--- config.mk ---
export PLATFORM = sky130hd
export DESIGN_NAME = numpad_scanner
export DESIGN_NICKNAME = d
export VERILOG_FILES = /design/src/rtl/numpad_pkg.sv /design/src/rtl/numpad_row_sync.sv /design/src/rtl/numpad_scanner.sv
export SDC_FILE = /design/constraint.sdc
export NUM_CORES = 1
export LEC_CHECK = 0
export CAP_MARGIN = 30
export CORE_ASPECT_RATIO = 1.75
export CORE_MARGIN = 10
export CORE_UTILIZATION = 27
export DETAILED_ROUTE_END_ITERATION = 6
export MAX_ROUTING_LAYER = met4
export PLACE_DENSITY_LB_ADDON = 0.3
export SYNTH_ARGS = -nofsm -noshare
export SYNTH_HDL_FRONTEND = slang
export SYNTH_HIERARCHICAL = 1
export SYNTH_SLANG_ARGS = --single-unit
--- constraint.sdc ---
create_clock -name clk -period 2.5 [get_ports clk]
set_input_delay 0.375 -clock clk [delete_from_list [all_inputs] [get_ports clk]]
set_output_delay 0.375 -clock clk [all_outputs]
set_load 0.1 [all_outputs]
--- src/rtl/numpad_pkg.sv ---
// Shared types and constants for the 4x4 keypad scanner.
// Latency: n/a (types, constants and a pure function only).
// Backpressure: n/a.
package numpad_pkg;

  localparam int NUM_ROWS = 4;
  localparam int NUM_COLS = 4;

  // All columns released; driven while the scan is being evaluated.
  localparam logic [3:0] COLS_IDLE = 4'b1111;

  typedef enum logic {
    ST_SCAN = 1'b0,
    ST_EVAL = 1'b1
  } state_t;

  // One scan's result: whether a key was seen and where.
  typedef struct packed {
    logic       found;
    logic [1:0] row;
    logic [1:0] col;
  } cand_t;

  // Bit position of a key in the one-hot vector (row*4+col).
  function automatic logic [3:0] key_index(input logic [1:0] row, input logic [1:0] col);
    return {row, col};
  endfunction

endpackage

--- src/rtl/numpad_row_sync.sv ---
// Two-flop synchronizer for the asynchronous, active-low keypad rows.
// Latency: 2 clk cycles from pin to output.
// Backpressure: none; free-running.
module numpad_row_sync (
  input  logic       clk,
  input  logic       rst_n,
  input  logic [3:0] rows_n_i,
  output logic [3:0] rows_n_o
);

  logic [3:0] meta_q;
  logic [3:0] sync_q;

  // Two register stages; reset to "no row pulled low".
  always_ff @(posedge clk) begin
    if (!rst_n) begin
      meta_q <= 4'b1111;
      sync_q <= 4'b1111;
    end else begin
      meta_q <= rows_n_i;
      sync_q <= meta_q;
    end
  end

  assign rows_n_o = sync_q;

endmodule

--- src/rtl/numpad_scanner.sv ---
// 4x4 keypad column scanner with full-scan debounce; emits key code, one-hot vector and press/release pulses.
// Latency: a key change is reported after DEBOUNCE_SCANS identical scans (scan = 4*SCAN_CYCLES+1 clocks).
// Backpressure: none; outputs are level/pulse. NUMPAD_AUTOREPEAT_EN adds periodic key_press while a key is held.
module numpad_scanner
  import numpad_pkg::*;
#(
  parameter int SCAN_CYCLES    = 100000,
  parameter int DEBOUNCE_SCANS = 4,
  parameter int REPEAT_SCANS   = 50
) (
  input  logic        clk,
  input  logic        rst_n,
  input  logic [3:0]  rows_n,
  output logic [3:0]  cols_n,
  output logic        key_valid,
  output logic [1:0]  key_row,
  output logic [1:0]  key_col,
  output logic [15:0] key_onehot,
  output logic        key_press,
  output logic        key_release
);

  localparam int CNT_W = $clog2(SCAN_CYCLES);
  localparam int STB_W = $clog2(DEBOUNCE_SCANS + 1);

  // Reject configurations the scan timing cannot support.
  if (SCAN_CYCLES < 3 || DEBOUNCE_SCANS < 1 || REPEAT_SCANS < 1) begin : g_bad_params
    $error("numpad_scanner: invalid parameter set");
  end

  logic [3:0]       rows_sync;
  state_t           state_q, state_d;
  logic [CNT_W-1:0] cnt_q, cnt_d;
  logic [1:0]       scan_col_q, scan_col_d;
  cand_t            hit_q, hit_d;
  cand_t            prev_q, prev_d;
  logic [STB_W-1:0] stable_q, stable_d, stable_next;
  logic             valid_q, valid_d;
  logic [1:0]       row_q, row_d;
  logic [1:0]       col_q, col_d;
  logic [15:0]      onehot_q, onehot_d;
  logic             press_q, press_d;
  logic             release_q, release_d;
  logic [1:0]       low_row;
  logic             any_low;
  logic             same_key;
  logic             differs;

`ifdef NUMPAD_AUTOREPEAT_EN
  localparam int REP_W = $clog2(REPEAT_SCANS + 1);
  logic [REP_W-1:0] rep_q, rep_d, rep_inc;
`endif

  numpad_row_sync u_row_sync (
    .clk      (clk),
    .rst_n    (rst_n),
    .rows_n_i (rows_n),
    .rows_n_o (rows_sync)
  );

  // Lowest-index low row among the synchronized rows.
  always_comb begin
    low_row = '0;
    for (int r = NUM_ROWS - 1; r >= 0; r--) begin
      if (!rows_sync[r]) low_row = 2'(r);
    end
    any_low = ~&rows_sync;
  end

  // Scan sequencing, debounce, acceptance and pulse generation.
  always_comb begin
    state_d    = state_q;
    cnt_d      = cnt_q;
    scan_col_d = scan_col_q;
    hit_d      = hit_q;
    prev_d     = prev_q;
    stable_d   = stable_q;
    valid_d    = valid_q;
    row_d      = row_q;
    col_d      = col_q;
    onehot_d   = onehot_q;
    press_d    = 1'b0;
    release_d  = 1'b0;
`ifdef NUMPAD_AUTOREPEAT_EN
    rep_d      = rep_q;
    rep_inc    = rep_q + REP_W'(1);
`endif

    // The scan result matches the key currently reported as held.
    same_key = valid_q && hit_q.found && (hit_q.row == row_q) && (hit_q.col == col_q);
    // The scan result is a different debounced state from what is reported.
    differs  = !(same_key || (!hit_q.found && !valid_q));

    if (hit_q == prev_q) begin
      stable_next = (stable_q == STB_W'(DEBOUNCE_SCANS)) ? stable_q : stable_q + STB_W'(1);
    end else begin
      stable_next = STB_W'(1);
    end

    cols_n = (state_q == ST_EVAL) ? COLS_IDLE : ~(4'b0001 << scan_col_q);

    case (state_q)
      ST_SCAN: begin
        if (cnt_q == CNT_W'(SCAN_CYCLES - 1)) begin
          cnt_d = '0;
          // First hit in column-major order wins; later hits are ignored.
          if (!hit_q.found && any_low) begin
            hit_d = '{found: 1'b1, row: low_row, col: scan_col_q};
          end
          if (scan_col_q == 2'(NUM_COLS - 1)) begin
            state_d = ST_EVAL;
          end else begin
            scan_col_d = scan_col_q + 2'd1;
          end
        end else begin
          cnt_d = cnt_q + CNT_W'(1);
        end
      end
      ST_EVAL: begin
        prev_d     = hit_q;
        stable_d   = stable_next;
        hit_d      = '0;
        state_d    = ST_SCAN;
        scan_col_d = '0;
        cnt_d      = '0;
        if (stable_next >= STB_W'(DEBOUNCE_SCANS) && differs) begin
          if (hit_q.found) begin
            valid_d   = 1'b1;
            row_d     = hit_q.row;
            col_d     = hit_q.col;
            onehot_d  = 16'd1 << key_index(hit_q.row, hit_q.col);
            press_d   = 1'b1;
            release_d = valid_q;
          end else begin
            valid_d   = 1'b0;
            onehot_d  = '0;
            release_d = 1'b1;
          end
`ifdef NUMPAD_AUTOREPEAT_EN
          rep_d = '0;
`endif
        end
`ifdef NUMPAD_AUTOREPEAT_EN
        else if (same_key) begin
          if (rep_inc == REP_W'(REPEAT_SCANS)) begin
            press_d = 1'b1;
            rep_d   = '0;
          end else begin
            rep_d = rep_inc;
          end
        end else begin
          rep_d = '0;
        end
`endif
      end
      default: state_d = ST_SCAN;
    endcase
  end

  // State and output registers with synchronous reset.
  always_ff @(posedge clk) begin
    if (!rst_n) begin
      state_q    <= ST_SCAN;
      cnt_q      <= '0;
      scan_col_q <= '0;
      hit_q      <= '0;
      prev_q     <= '0;
      stable_q   <= '0;
      valid_q    <= 1'b0;
      row_q      <= '0;
      col_q      <= '0;
      onehot_q   <= '0;
      press_q    <= 1'b0;
      release_q  <= 1'b0;
    end else begin
      state_q    <= state_d;
      cnt_q      <= cnt_d;
      scan_col_q <= scan_col_d;
      hit_q      <= hit_d;
      prev_q     <= prev_d;
      stable_q   <= stable_d;
      valid_q    <= valid_d;
      row_q      <= row_d;
      col_q      <= col_d;
      onehot_q   <= onehot_d;
      press_q    <= press_d;
      release_q  <= release_d;
    end
  end

`ifdef NUMPAD_AUTOREPEAT_EN
  // Auto-repeat scan counter.
  always_ff @(posedge clk) begin
    if (!rst_n) rep_q <= '0;
    else        rep_q <= rep_d;
  end
`endif

  assign key_valid   = valid_q;
  assign key_row     = row_q;
  assign key_col     = col_q;
  assign key_onehot  = onehot_q;
  assign key_press   = press_q;
  assign key_release = release_q;

endmodule

Yosys cells after proc, flatten, opt, wreduce, memory -nomap -nowiden
Index checks and enable logic that the tools add are counted.
Widths: inputs -> output; s select.

word-level totals
  register bits after elaboration = 64
  input port bits = 6
  output and inout bits = 27
  word-level logic and storage cells = 73

cells by class
  $add $sub $neg = 3
  $lt $le $gt $ge = 1
  eq/ne operators = 9
  shift operators = 2
  multiplexer cells = 21
  bitwise gates (word level) = 2
  reduce and logical (&&, ||, !) cells = 17

operators with widths
  cell                   count
  $pmux 17 s2            1
  $add 17x1->17 const B  1
  $eq 17x17->1 const B   1
  $mux 17                1
  $mux 16                1
  $shl 1x4->16 const A   1
  $mux 2                 6
  $mux 5                 2
  $pmux 5 s2             1
  $logic_and 1x1->1      6
  $mux 3                 2
  $ne 2x2->1 const B     3
  $reduce_and 2->1       3
  $reduce_and 3->1       2
  $eq 5x5->1             1
  $eq 2x2->1             2
  $logic_not 1->1        4
  $mux 1                 4
  $mux 4                 1
  $not 4->4              1
  $pmux 2 s2             1
  $reduce_and 4->1       1
  $shl 1x2->4 const A    1
  $add 3x1->3 const B    1
  7 further kinds        7

Depth between registers and ports, before layout
  word-level depth = 7
  depth in mapped cells = 7
  mapped depth without buffers = 6

Hierarchy
The synthesis kept the hierarchy.

by module, submodules not included
  module           times used  cells an instance  area each (um^2)  seq. area each (um^2)
  numpad_scanner   1           306                2,778.9           1,121.1
  numpad_row_sync  1           16                 210.2             160.2

Worst setup path before layout
Ideal clock, no wire load.

  kind = register to register
  start point = reg col_q[0], in the netlist key_col[0]
  end point = reg onehot_q[0], in the netlist key_onehot[0]
  library setup time = 72 ps
  arrival time = 2,378 ps
  required time = 2,428 ps
  path slack = 51 ps
  cell stages (with the launch flop) = 6
  buffers on the path = 1
  clock period less this slack = 2,449 ps
  cell sequence = dfxtp_1 xnor2_1 and3_4 a2111oi_4 buf_6 mux2i_1

between the ends
  word-level cells in the longest chain between the ends = 6

RTL lines
  what                               RTL line               text
  start, declared                    numpad_scanner.sv:40   logic [1:0] col_q, col_d;
  start signal, assigned             numpad_scanner.sv:184  col_q <= col_d;
  $eq 2x2->1                         numpad_scanner.sv:90   same_key = valid_q && hit_q.found && (hit_q.row == row_q) && (hit_q.col == col_q);
  $logic_and 1x1->1                  numpad_scanner.sv:90
  $logic_or 1x1->1                   numpad_scanner.sv:92   differs = !(same_key || (!hit_q.found && !valid_q));
  $logic_not 1->1                    numpad_scanner.sv:92
  $logic_and 1x1->1                  numpad_scanner.sv:126  if (stable_next >= STB_W'(DEBOUNCE_SCANS) && differs) begin
  $reduce_and 2->1 (no source line)  n/a
  end signal, assigned               numpad_scanner.sv:185  onehot_q <= onehot_d;
  end, declared                      numpad_scanner.sv:41   logic [15:0] onehot_q, onehot_d;

Every way passes these cells.
A chain may end at the register's enable or synchronous reset.

Worst setup path after layout
  start point = reg hit_q[0] (netlist name)
  end point = reg onehot_q[14], in the netlist key_onehot[14]

between the ends
  word-level cells in the longest chain between the ends = 6
  elaborated cells on any way between the ends = 11
  classes of those cells = 1 x order compare; 2 x eq/ne; 1 x shift; 2 x mux; 5 x reduce/logical

RTL lines
  what                                                RTL line               text
  start, declared                                     numpad_scanner.sv:35   cand_t hit_q, hit_d;
  start signal, assigned                              numpad_scanner.sv:179  hit_q <= hit_d;
  branches (longest 6 deep; another with $ge 3x3->1)  n/a

Several ways; the timed one is not identified.

==> results.sh <==
export IMPL_status="completed"
export IMPL_wl_per_cell_um=13.4
export IMPL_synth_warnings=6
export IMPL_synth_edf_count=0
export IMPL_maxCapViolations=0
export IMPL_hold_viol=0
export IMPL_powerDensity_nw_per_um2=673
export IMPL_finalMaxSlewViolations=0
export IMPL_antenna_cells=0
export IMPL_worstSkewPairLatency_ns=0.33
export IMPL_worstPathArrival_ns=2.15
export IMPL_nFillCells=1125
export IMPL_avgSynthCellArea_um2=9.28
export IMPL_r2r_end="key_onehot[14]$_SDFFE_PN0P_"
export IMPL_grt_pass1_vias=2312
export IMPL_endpoint_kind="flip-flop"
export IMPL_drive_above_1_share=0.173
export IMPL_slew_headroom=0.614
export IMPL_ys_types=46
export IMPL_hp_class="reg -> reg"
export IMPL_post_route_min_period_ns=1.91
export IMPL_r2r_setup_slack_ns=0.59
export IMPL_track_usage=0.0893
export IMPL_clock_sinks=64
export IMPL_tritoncts="built"
export IMPL_critPathKind="reg -> reg"
export IMPL_synth_adder_area_share=0.0293
export IMPL_seqPwrFrac=0.415
export IMPL_clockRootBuffer="clkbuf_16"
export IMPL_muxShareOfSynthArea=0.0904
export IMPL_firstDrtPassIters=4
export IMPL_rsz0062_at_grt="no"
export IMPL_tns_ns=0
export IMPL_hold_start="u_row_sync/meta_q[0]$_SDFF_PN1_"
export IMPL_power_leakage_uw=0.00133
export IMPL_crit_slowest_cell="dfxtp_1"
export IMPL_grt_start_max_net_pins=21
export IMPL_grt_overflow=0
export IMPL_ys_seq_elements=64
export IMPL_placed_cells=478
export IMPL_cp_max_fo=16
export IMPL_reg2reg_from="hit_q[0]$_SDFFE_PN0P_"
export IMPL_drtIter0Drc=74
export IMPL_yosys_area_share_simple=0.271
export IMPL_synth_async_reset_ratio=0
export IMPL_swShare=0.191
export IMPL_startpoint="hit_q[0]$_SDFFE_PN0P_"
export IMPL_drc=0
export IMPL_cts_resized=0
export IMPL_place_congestion=0.771
export IMPL_post_cts_setup_buffers=0
export IMPL_seq_area_frac_synth=0.429
export IMPL_synthXorXnorAreaFrac=0.0716
export IMPL_slowest_delay_ns=0.57
export IMPL_r2r_cells=5
export IMPL_core_um2=10800
export IMPL_antenna_left=0
export IMPL_intPower_uw=2030
export IMPL_pwr_share_comb=0.022
export IMPL_crit_chain="xnor2_2 -> nand4_4 -> a2111oi_4 -> buf_4 -> mux2i_1"
export IMPL_syn_area_um2=2990
export IMPL_p_sw_uw=477
export IMPL_path_clk_slew_ns=0.05
export IMPL_max_freq_mhz=524
export IMPL_fin_crit_sh=0.764
export IMPL_num_rows=50
export IMPL_dpl_hpwl_um=4960
export IMPL_stdcell_count=494
export IMPL_synth_fp_nets=335
export IMPL_clockPowerShare=0.563
export IMPL_fin_skew_ns=0.00834
export IMPL_worst_slew_pin_slew_ns=0.575
export IMPL_synth_top_family_by_area="simple AND/OR/NAND/NOR gates"
export IMPL_die_area_um2=15800
export IMPL_finalWirelength_um=6640
export IMPL_die_w_um=99.5
export IMPL_viasPerCell=4.68
export IMPL_antenna_found_initial=0
export IMPL_grt_pass1_wl_um=11200
export IMPL_htreeDepth=3
export IMPL_io_buffers=32
export IMPL_vias=2314
export IMPL_hold_buffers=0
export IMPL_clockBufferDepth=2
export IMPL_synth_main_ff_cell="dfxtp_1"
export IMPL_nets=372
export IMPL_die_h_um=159
export IMPL_cp_data_required_time_ns=2.74
export IMPL_setup_viol=0
export IMPL_ios=33
export IMPL_start_kind="flip-flop"
export IMPL_ir_drop_mv=0.547
export IMPL_endpoint="key_onehot[14]$_SDFFE_PN0P_"
export IMPL_area_growth_pct=24.4
export IMPL_syn_inst=322
export IMPL_start_util=0.278
export IMPL_synth_compound_area_frac=0.0699
export IMPL_cts_buffers=9
-- how the worst min path moves through the flow --
stage,end,slack [ns],cells past startpoint
finish,u_row_sync/rows_n_o[0]$_SDFF_PN1_,0.40,1
floorplan,u_row_sync/rows_n_o[0]$_SDFF_PN1_,0.39,1
detailed placement,u_row_sync/rows_n_o[0]$_SDFF_PN1_,0.39,1
CTS,u_row_sync/rows_n_o[0]$_SDFF_PN1_,0.41,1
global placement,u_row_sync/rows_n_o[0]$_SDFF_PN1_,0.39,1
global route,u_row_sync/rows_n_o[0]$_SDFF_PN1_,0.41,1
-- per-stage QoR --
step / worst slack, ns / utilization / hold WS [ns] / power, µW / cell area (µm²)
CTS: 0.570 / 0.345 / 0.406 / 2540 / 3720
detailed placement: 0.530 / 0.314 / 0.393 / 1110 / 3380
global route: 0.484 / 0.345 / 0.412 / 2590 / 3720
global placement: 0.551 / 0.314 / 0.394 / 1110 / 3380
floorplan: 0.0506 / - / 0.386 / 1090 / 2990
finish: 0.591 / 0.345 / 0.404 / 2500 / 3720
-- cells in the final DEF (no fill, tap or decap), types with 8 or more instances in the layout --
| master | netlist | layout |
|---|---|---|
| nand2b_1 | 13 | 13 |
| xnor2_1 | 8 | 8 |
| a21oi_1 | 9 | 9 |
| nand2_1 | 56 | 56 |
| nand3_1 | 8 | 8 |
| nand4_1 | 9 | 9 |
| clkbuf_16 | 0 | 9 |
| xor2_1 | 9 | 9 |
| nor2_1 | 24 | 24 |
| dfxtp_1 | 64 | 64 |
| buf_4 | 1 | 36 |
| mux2i_1 | 27 | 27 |
-- worst max-delay path: cells and delay by family (launching register included) --
kind	cells	cell delay (ns)
AND/OR/NAND/NOR	1	0.20
XOR/XNOR	1	0.19
AO/OA/AOI/OAI	1	0.30
flip-flops	1	0.57
multiplexers	1	0.23
buffers and inverters	1	0.33
-- power groups by stage --
stage,Combinational (µW),Sequential [µW],Clock [µW]
finish,55.2,1040,1410
global route,61.7,1040,1500
CTS,56.3,1040,1450
detailed placement,56.0,1060,0
global placement,55.2,1060,0
floorplan,33.3,1060,0
-- kinds of logic (layout without fill, tap and decap cells) --
kind of cell    count (synthesis)  count (layout)
simple gates                  155             155
buf+inv                        22              64
xor+xnor                       21              21
flops                          64              64
fa+ha+maj                       7               7
mux                            27              27
compound gates                 26              26
-- routing by layer --
layer,wire length (µm),track usage,vias up
li1,-,-,1185
met4,72,0.0452,0
met2,3610,0.153,35
met3,282,0.0278,4
met1,2680,0.0877,1090
met5,0,-,-
-- Yosys cell counts (all sizes together) (7+ instances only) --
cell,instances,area (µm²)
nor2b,7,43.8
a21oi,9,45.0
nand2,56,210
and4,7,61.3
ha,7,87.6
nand2b,13,81.3
nor2,24,90.1
nand4,10,77.6
nand3,8,40.0
dfxtp,64,1280
xor2,9,78.8
buf,7,61.3
xnor2,12,135
mux2i,27,270
inv,7,26.3
o31ai,7,52.6
nor3,7,35.0
clkbuf,8,30.0
-- flip-flops by register name, summed over array words and instances, names as in the netlist --
name                 flops
cnt_q                   17
hit_q                    5
key_col                  2
key_onehot              16
key_press                1
key_release              1
key_row                  2
key_valid                1
prev_q                   5
scan_col_q               2
stable_q                 3
state_q                  1
u_row_sync/meta_q        4
u_row_sync/rows_n_o      4
-- final cells by class --
cell class | instances | area [µm²] | area share
Multi-Input combinational cell | 236 | 1590 | 0.428
Sequential cell | 64 | 1280 | 0.345
Timing Repair Buffer | 41 | 320 | 0.0862
Clock buffer | 10 | 229 | 0.0616
Tap cell | 130 | 163 | 0.0438
Clock inverter | 6 | 108 | 0.0289
Inverter | 7 | 26.3 | 0.00707
Note: power is estimated with default switching activity, not from simulation.
